$ cat src/rtl/dice_pkg.sv
// Shared constants and roller state encoding for the dice roller and its debouncer.
package dice_pkg;

  localparam logic [2:0] DIE_MIN = 3'd1;
  localparam logic [2:0] DIE_MAX = 3'd6;
  localparam logic [3:0] SUM_MIN = 4'd2;
  localparam logic [3:0] SUM_MAX = 4'd12;

  typedef enum logic [1:0] {
    IDLE        = 2'd0,
    PRESS_DEB   = 2'd1,
    HELD        = 2'd2,
    RELEASE_DEB = 2'd3
  } roll_state_t;

  function automatic logic die_ok(input logic [2:0] d);
    return (d >= DIE_MIN) && (d <= DIE_MAX);
  endfunction

endpackage

$ cat src/rtl/dice_roller_btn_debounce.sv
// Roll-button synchronizer and press/release debouncer.
// state       | meaning
// IDLE        | button released, rb low
// PRESS_DEB   | counting consecutive synced highs, rb low
// HELD        | press accepted, rb high
// RELEASE_DEB | counting consecutive synced lows, rb high
module btn_debounce
  import dice_pkg::*;
#(
  parameter int DEB_CYCLES = 16
) (
  input  logic clk,
  input  logic rst,
  input  logic btn_raw,
  output logic rb,
  output logic roll_done,
  output logic accept
);

  localparam int CNT_W = $clog2(DEB_CYCLES + 1);
  localparam logic [CNT_W-1:0] CNT_ONE  = CNT_W'(1);
  localparam logic [CNT_W-1:0] CNT_LAST = CNT_W'(DEB_CYCLES - 1);

  logic              sync1;
  logic              btn_s;
  logic [1:0]        fill;
  logic              armed;
  roll_state_t       state;
  logic [CNT_W-1:0]  count;

  // A button held through reset must be seen low before it may roll; the
  // synchronizer's reset zeros do not count until it has refilled.
  always_ff @(posedge clk or negedge rst) begin
    if (!rst) begin
      sync1 <= 1'b0;
      btn_s <= 1'b0;
      fill  <= 2'd0;
      armed <= 1'b0;
    end else begin
      sync1 <= btn_raw;
      btn_s <= sync1;
      if (fill != 2'd2) fill <= fill + 2'd1;
      if (fill == 2'd2 && !btn_s) armed <= 1'b1;
    end
  end

  assign accept = (state == PRESS_DEB) && btn_s && (count == CNT_LAST);

  always_ff @(posedge clk or negedge rst) begin
    if (!rst) begin
      state     <= IDLE;
      count     <= '0;
      rb        <= 1'b0;
      roll_done <= 1'b0;
    end else begin
      roll_done <= 1'b0;
      case (state)
        IDLE: begin
          rb <= 1'b0;
          if (btn_s && armed) begin
            state <= PRESS_DEB;
            count <= CNT_ONE;
          end
        end
        PRESS_DEB: begin
          if (!btn_s) begin
            state <= IDLE;
            count <= '0;
          end else if (count == CNT_LAST) begin
            state     <= HELD;
            count     <= '0;
            rb        <= 1'b1;
            roll_done <= 1'b1;
          end else begin
            count <= count + CNT_ONE;
          end
        end
        HELD: begin
          if (!btn_s) begin
            state <= RELEASE_DEB;
            count <= CNT_ONE;
          end
        end
        RELEASE_DEB: begin
          if (btn_s) begin
            state <= HELD;
            count <= '0;
          end else if (count == CNT_LAST) begin
            state <= IDLE;
            count <= '0;
            rb    <= 1'b0;
          end else begin
            count <= count + CNT_ONE;
          end
        end
        default: begin
          state <= IDLE;
          count <= '0;
          rb    <= 1'b0;
        end
      endcase
    end
  end

endmodule

$ cat src/rtl/dice_roller.sv
// Free-running two-dice counter; latches die values and sum when a debounced press is accepted.
module dice_roller
  import dice_pkg::*;
#(
  parameter int DEB_CYCLES = 16
) (
  input  logic       clk,
  input  logic       rst,
  input  logic       btn_raw,
  output logic       rb,
  output logic [3:0] sum,
  output logic [2:0] die1,
  output logic [2:0] die2,
  output logic       roll_done
);

  logic       accept;
  logic [2:0] fr1;
  logic [2:0] fr2;
  logic [2:0] fr1_next;
  logic [2:0] fr2_next;
  logic       fr1_wrap;

  btn_debounce #(
    .DEB_CYCLES(DEB_CYCLES)
  ) u_deb (
    .clk       (clk),
    .rst       (rst),
    .btn_raw   (btn_raw),
    .rb        (rb),
    .roll_done (roll_done),
    .accept    (accept)
  );

  // An out-of-range die (upset) is forced back to 1 and does not count as a wrap.
  always_comb begin
    fr1_wrap = die_ok(fr1) && (fr1 == DIE_MAX);
    fr1_next = (!die_ok(fr1) || fr1_wrap) ? DIE_MIN : fr1 + 3'd1;
    fr2_next = fr2;
    if (!die_ok(fr2))
      fr2_next = DIE_MIN;
    else if (fr1_wrap)
      fr2_next = (fr2 == DIE_MAX) ? DIE_MIN : fr2 + 3'd1;
  end

  always_ff @(posedge clk or negedge rst) begin
    if (!rst) begin
      fr1 <= DIE_MIN;
      fr2 <= DIE_MIN;
    end else begin
      fr1 <= fr1_next;
      fr2 <= fr2_next;
    end
  end

  always_ff @(posedge clk or negedge rst) begin
    if (!rst) begin
      die1 <= DIE_MIN;
      die2 <= DIE_MIN;
      sum  <= SUM_MIN;
    end else if (accept) begin
      die1 <= fr1;
      die2 <= fr2;
      sum  <= {1'b0, fr1} + {1'b0, fr2};
    end
  end

endmodule

$ cat config.mk
export PLATFORM = sky130hd
export DESIGN_NAME = dice_roller
export DESIGN_NICKNAME = d
export VERILOG_FILES = /design/src/rtl/dice_pkg.sv /design/src/rtl/dice_roller_btn_debounce.sv /design/src/rtl/dice_roller.sv
export SDC_FILE = /design/constraint.sdc
export NUM_CORES = 1
export LEC_CHECK = 0
export BUFFER_PORTS_ARGS = -buffer_cell sky130_fd_sc_hd__buf_2
export CORE_ASPECT_RATIO = 1.1
export CORE_MARGIN = 1
export CORE_UTILIZATION = 40
export DETAILED_ROUTE_END_ITERATION = 10
export SETUP_SLACK_MARGIN = 0.02
export SLEW_MARGIN = 40
export SYNTH_ARGS = -nofsm -noshare
export SYNTH_HDL_FRONTEND = slang
export SYNTH_SLANG_ARGS = --single-unit
$ cat constraint.sdc
create_clock -name clk -period 2.85 [get_ports clk]
set_clock_uncertainty 0.1 [all_clocks]
set_input_delay 0.1425 -clock clk [delete_from_list [all_inputs] [get_ports clk]]
set_output_delay 0.1425 -clock clk [all_outputs]
set_load 0.02 [all_outputs]
==> impl_metrics.yaml, run 1 <==
cells_and_area:
  nets: 147
  area_growth_pct: 13.4
  layout-drive-gt1-share_pct: 28.7
  antenna_cells: 0
  instances_no_fill: 184
timing:
  period_share_pct: 64.1
  slew_headroom_pct: 55.9
  whs_ns: 0.257
  layout_min_cycle_time_ns: 1.83
  tightest_slew_ns: 0.661
  hold_viol_final: 0
  setup_viol: 0
  tns_ns: 0
  fmax_mhz: 548
  rsz0062_at_grt: "no"
  report.final.slew_viol_count: 0
clock_network:
  cts_buffer_depth: 2
  cts.reportedPaths.clkPinSlew_ns: 0.09
  post-cts-setup-buffer-count: 0
  cts_inserted_buffers: 5
  htree_levels: 2
  cts_tree: "built"
  cts_sinks: 30
  root_buffer: "clkbuf_4"
  clk_latency_ns: 0.32
logic_synthesis:
  synth_edf_count: 0
  syn_area_mm2: 0.00143
  synth-async-reset-ratio_pct: 100
  synth.largest_area_cell: "dfrtp_1"
  yosysTopAreaCellShare_pct: 43.7
  ys_seq_elements: 30
  netlist_top_cells_area: "dfrtp_1 44%, dfstp_2 9.2%, mux2_4 8.4%"
  avgSynthCellArea_um2: 12.4
  ys_seq_area_share_pct: 52.9
  ys_types: 35
  syn_nets: 127
  synth_cells: 115
  synth_warnings: 0
  synth_ff_type: "dfrtp_1"
route:
  via_count: 918
  via_per_inst: 4.99
  wl_per_cell_um: 13.0
  drc_errors: 0
  first_pass_iters: 4
  detail-route-antenna-nets: 0
  wirelength_um: 2390
  drt-initial-drc-count: 33
floorplanning:
  fp.dieW_um: 59.0
  dieArea_mm2: 0.00382
  core_area_mm2: 0.00339
  rows: 22
  start_util_pct: 42.2
  die_y_um: 64.7
  ios: 15
global_route:
  grt_pass1_wl_um: 4320
  grt_max_degree: 31
  grt_pass1_vias: 938
  gr-total-overflow: 0
  grtUsageTotal_pct: 15.6
  antenna_found_initial: 0
worst_setup_path:
  crit_chain: "ha_1 -> and4b_4 -> nand3_2 -> mux2_4"
  cp.arrival_ns: 1.94
  crit_type: "register to register"
  critPathLaunchType: "register"
  critical_path_required_ns: 2.97
  slowest_delay_ns: 0.41
  path_buf_inv: 0
  cp_slowest_cell: "mux2_4"
  crit_family: "simple AND/OR/NAND/NOR gates"
  crit_path_end_kind: "register"
  cp_max_fo: 11
place:
  place.gp.congestion: 0.751
  dp_hpwl_um: 1700
  port-buffer-count: 14
  dp_cells: 174
run:
  drv_cap: 0
outcome:
  outcome: "finished, final reports clean"
hold_path:
  hp-class: "register to register"
pwr:
  ir_drop_mv: 0.250
  powerDensity_mw_per_mm2: 524
  cellLeakagePower_nw: 0.806
-- cell usage in the layout, fill, tap and decap left out, drive strengths merged, types with 2 or more instances in the layout --
cell type	n
dfstp	5
nand3	6
clkbuf	7
dlygate4sd3	2
o2bb2ai	2
o41ai	2
inv	9
ha	8
o21ai	6
a21o	2
nor2	3
dfrtp	25
a31oi	3
buf	14
nand2	4
mux2	10
a211oi	4
a21oi	5
xor2	3
-- per-layer routing --
| layer | track usage (%) | share of wire (%) |
|---|---|---|
| met5 | 0 | 0 |
| met3 | 4.19 | 3.5 |
| met2 | 24.1 | 45 |
| met1 | 20.2 | 50 |
| met4 | 7.14 | 1.7 |
-- flip-flops by register name (all words and copies together) (netlist names), named ones only --
name / flops
die1: 3
die2: 3
fr1: 3
fr2: 3
sum: 4
u_deb.armed: 1
u_deb.btn_s: 1
u_deb.count: 5
u_deb.fill: 2
u_deb.rb: 1
u_deb.roll_done: 1
u_deb.state: 1
u_deb.sync1: 1
-- area by class of cell --
type | count | area (um2)
flip-flops and latches | 30 | 757
clock inverters | 1 | 5.00
repair buffers | 16 | 90.1
multi-input cells | 73 | 621
inverters | 9 | 33.8
clock buffers | 7 | 55.1
well taps | 48 | 60.1
fillers | 322 | 1760
-- Yosys cell counts (all sizes together) (4+ instances only) --
master / number
nand2: 4
nand3: 6
dfrtp: 25
dfstp: 5
a21oi: 5
o21ai: 6
inv: 9
ha: 8
a211oi: 4
mux2: 10
-- worst paths after layout --
| check | startpoint | endpoint | slack, ns | cells after the start |
|---|---|---|---|---|
| min in group asynchronous | rst | fr1[1]$_DFF_PN0_ | 0.27 | 2 |
| max | u_deb.count[0]$_DFFE_PN0P_ | die2[2]$_DFFE_PN0P_ | 1.02 | 4 |
| min | u_deb.sync1$_DFF_PN0_ | u_deb.btn_s$_DFF_PN0_ | 0.26 | 0 |
| min reg2reg | u_deb.sync1$_DFF_PN0_ | u_deb.btn_s$_DFF_PN0_ | 0.26 | 0 |
| max reg2reg | u_deb.count[0]$_DFFE_PN0P_ | die2[2]$_DFFE_PN0P_ | 1.02 | 4 |
| max in group asynchronous | rst | u_deb.count[3]$_DFFE_PN0P_ | 1.95 | 2 |
-- through the flow --
step / utilization (%) / total power (W) / cell area [um2] / worst slack (ns)
2_1_floorplan: - / 0.000560 / 1430 / 1.25
3_3_place_gp: 45.5 / 0.000583 / 1540 / 1.08
3_5_place_dp: 45.5 / 0.000590 / 1540 / 1.03
4_1_cts: 47.9 / 0.000858 / 1620 / 1.00
5_1_grt: 47.9 / 0.000896 / 1620 / 0.926
6_report: 47.9 / 0.000849 / 1620 / 1.02
-- power breakdown --
group           total, W  internal [W]  switching [W]
Clock           0.000266      0.000119       0.000146
Sequential      0.000499      0.000452      0.0000463
Combinational  0.0000849     0.0000380      0.0000470
Total           0.000849      0.000610       0.000239
-- repair_timing --
action                                 in CTS  in global routing
hold buffers                                2                  0
gates resized for setup                     0                  0
endpoints found under the hold margin      26                  0
-- cells by family after synthesis --
kind of cell               after synthesis  share of synthesized area [%]
DFF                                     30                           52.9
AOI/OAI and AO/OA                       29                           13.6
and+or+nand+nor                         20                           8.22
buffers and inverters                   12                           3.67
muxes                                   11                           10.7
adders and majority gates                9                           8.40
xor gates and xnor gates                 4                           2.45
Power figures use the tool's default switching activity.
==> run 2: changes to the inputs <==
==> constraint.sdc (replaced) <==
create_clock -name clk -period 1.48 [get_ports clk]
set_clock_uncertainty 0.1 [all_clocks]
set_input_delay 0.074 -clock clk [delete_from_list [all_inputs] [get_ports clk]]
set_output_delay 0.074 -clock clk [all_outputs]
set_load 0.02 [all_outputs]
==> run 2 against run 1 <==
The run now ends with setup timing left. Sequential cell count unchanged. Sequential share of layout area down 6.9 points. Global-route usage up 0.35 points. Hold slack worse by 0.060 ns. Wire length up 14%. Via count up 12%. Register-to-register slack worse by 1.1 ns. Utilization up 8.2 points. Critical path depth down 1. Power up 99%. Critical endpoint is now sum[1]$_DFFE_PN1P_. Largest cell class unchanged.
==> impl_metrics.yaml, run 2 (synthesis gave the netlist of run 1 again) <==
outcome:
  outcome: "finished with violations"
  violations: "setup timing"
worst_setup_path:
  crit_type: "register to register"
  cp.arrival_ns: 1.74
  crit_path_end_kind: "register"
  critPathLaunchType: "register"
  path_buf_inv: 0
  crit_family: "flip-flops"
  critical_path_required_ns: 1.64
  cp_max_fo: 3
  crit_chain: "ha_4 -> fa_2 -> mux2_4"
  crit_cells: 3
  cp_slowest_cell: "dfstp_2"
  ff2ff_path_depth: 3
  slowest_delay_ns: 0.58
timing:
  setup_viol: 9
  fin_ws_ns: -0.0927
  tightest_slew_ns: 0.658
  rsz0062_at_grt: "yes"
  fmax_mhz: 636
  layout_min_cycle_time_ns: 1.57
  whs_ns: 0.197
  slew_headroom_pct: 56.1
  period_share_pct: 106
  report.final.slew_viol_count: 0
  tns_ns: -0.545
  hold_viol_final: 0
route:
  wl_per_cell_um: 13.3
  detail-route-antenna-nets: 0
  wirelength_um: 2720
  via_count: 1030
  drc_errors: 0
  drt-initial-drc-count: 17
  via_per_inst: 5.05
  first_pass_iters: 4
clock_network:
  cts_tree: "built"
  cts_buffer_depth: 2
  clk_latency_ns: 0.33
  htree_levels: 2
  root_buffer: "clkbuf_4"
  cts.reportedPaths.clkPinSlew_ns: 0.10
  cts_sinks: 30
  cts_inserted_buffers: 5
cells_and_area:
  antenna_cells: 0
  largest_register: "u_deb.count"
  fillerInstances: 287
  reg_top3: "u_deb.count (5), sum (4)"
  multi_input_area_um2: 738
  layout-drive-gt1-share_pct: 46.8
  final-seq-area_um2: 757
  nets: 167
  layout_common_cells: "25 x dfrtp_1, 17 x buf_4, 14 x buf_2"
  area_growth_pct: 32.9
  final_common_cell: "dfrtp_1"
  largest_reg_flops: 5
  utilization_pct: 56.1
pwr:
  netSwitchingFraction_pct: 29.3
  power_frac_clock_pct: 27.3
  ir_drop_mv: 0.499
  finalPower_w: 0.00169
  intPower_w: 0.00119
  seqPwrFrac_pct: 54.5
  p_switching_w: 0.000495
  combPwrFrac_pct: 18.1
  cellLeakagePower_nw: 0.936
  powerDensity_mw_per_mm2: 889
floorplanning:
  ios: 15
  dieArea_mm2: 0.00382
  core_area_mm2: 0.00339
  rows: 22
  start_util_pct: 42.2
  die_y_um: 64.7
  fp.dieW_um: 59.0
global_route:
  grt_pass1_vias: 994
  grt_pass1_wl_um: 4410
  grt_max_degree: 31
  antenna_found_initial: 0
  gr-total-overflow: 0
  grtUsageTotal_pct: 16.0
place:
  place_ws_ns: -0.0760
  dp_hpwl_um: 1770
  port-buffer-count: 14
  place.gp.congestion: 0.756
hold_path:
  hp-class: "input port to asynchronous set/reset pin"
run:
  drv_cap: 0
run 2: cell count changes in the layout (fill, tap and decap cells not counted), sizes merged:
| cell | change |
|---|---|
| clkinv | +1 |
| buf | +20 |
| clkbuf | -1 |
run 2: path summary, 6_finish.rpt:
check / slack [ns] / to / start
max in group asynchronous: 0.65 / fr1[2]$_DFF_PN0_ / rst
setup reg to reg: -0.09 / sum[1]$_DFFE_PN1P_ / fr1[0]$_DFF_PN1_
setup / recovery: -0.09 / sum[1]$_DFFE_PN1P_ / fr1[0]$_DFF_PN1_
min in group clk: 0.25 / u_deb.btn_s$_DFF_PN0_ / u_deb.sync1$_DFF_PN0_
hold / removal: 0.20 / sum[2]$_DFFE_PN0P_ / rst
hold reg to reg: 0.25 / u_deb.btn_s$_DFF_PN0_ / u_deb.sync1$_DFF_PN0_
run 2: layout make-up:
cell class                      count  area share [%]
Multi-Input combinational cell     73            38.8
Timing Repair Buffer               36            13.7
Clock buffer                        6            2.17
Clock inverter                      2           0.527
Inverter                            9            1.78
Sequential cell                    30            39.8
Tap cell                           48            3.16
run 2: routing by layer:
metal  global-route usage, %  part of all wire, %  up-vias
met5                       0                    0        -
li1                        -                    -      498
met1                    19.5                   45      508
met4                    7.14                  1.7        0
met2                    25.3                   50       18
met3                    5.39                  3.5        6
run 2: per-stage QoR:
| step | std cells | cell area [um2] |
|---|---|---|
| finish | 204 | 1900 |
| global route | 204 | 1900 |
| CTS | 200 | 1790 |
| detailed placement | 190 | 1690 |
| global placement | 190 | 1690 |
| floorplan | 115 | 1450 |
run 2: power groups by stage:
stage | Clock [W] | Sequential [W] | Combinational (W)
floorplan | 0 | 0.000933 | 0.000148
global placement | 0 | 0.000925 | 0.000275
detailed placement | 0 | 0.000929 | 0.000292
CTS | 0.000486 | 0.000913 | 0.000299
global route | 0.000523 | 0.000928 | 0.000346
finish | 0.000462 | 0.000921 | 0.000306
run 2: timing repair:
| action | in CTS | in global routing |
|---|---|---|
| setup buffers | 0 | 5 |
| hold buffers | 2 | 0 |
| resized for setup | 7 | 16 |
| pin swaps | 1 | 1 |
| hold endpoints to repair | 26 | 0 |
| setup endpoints to repair | 15 | 18 |
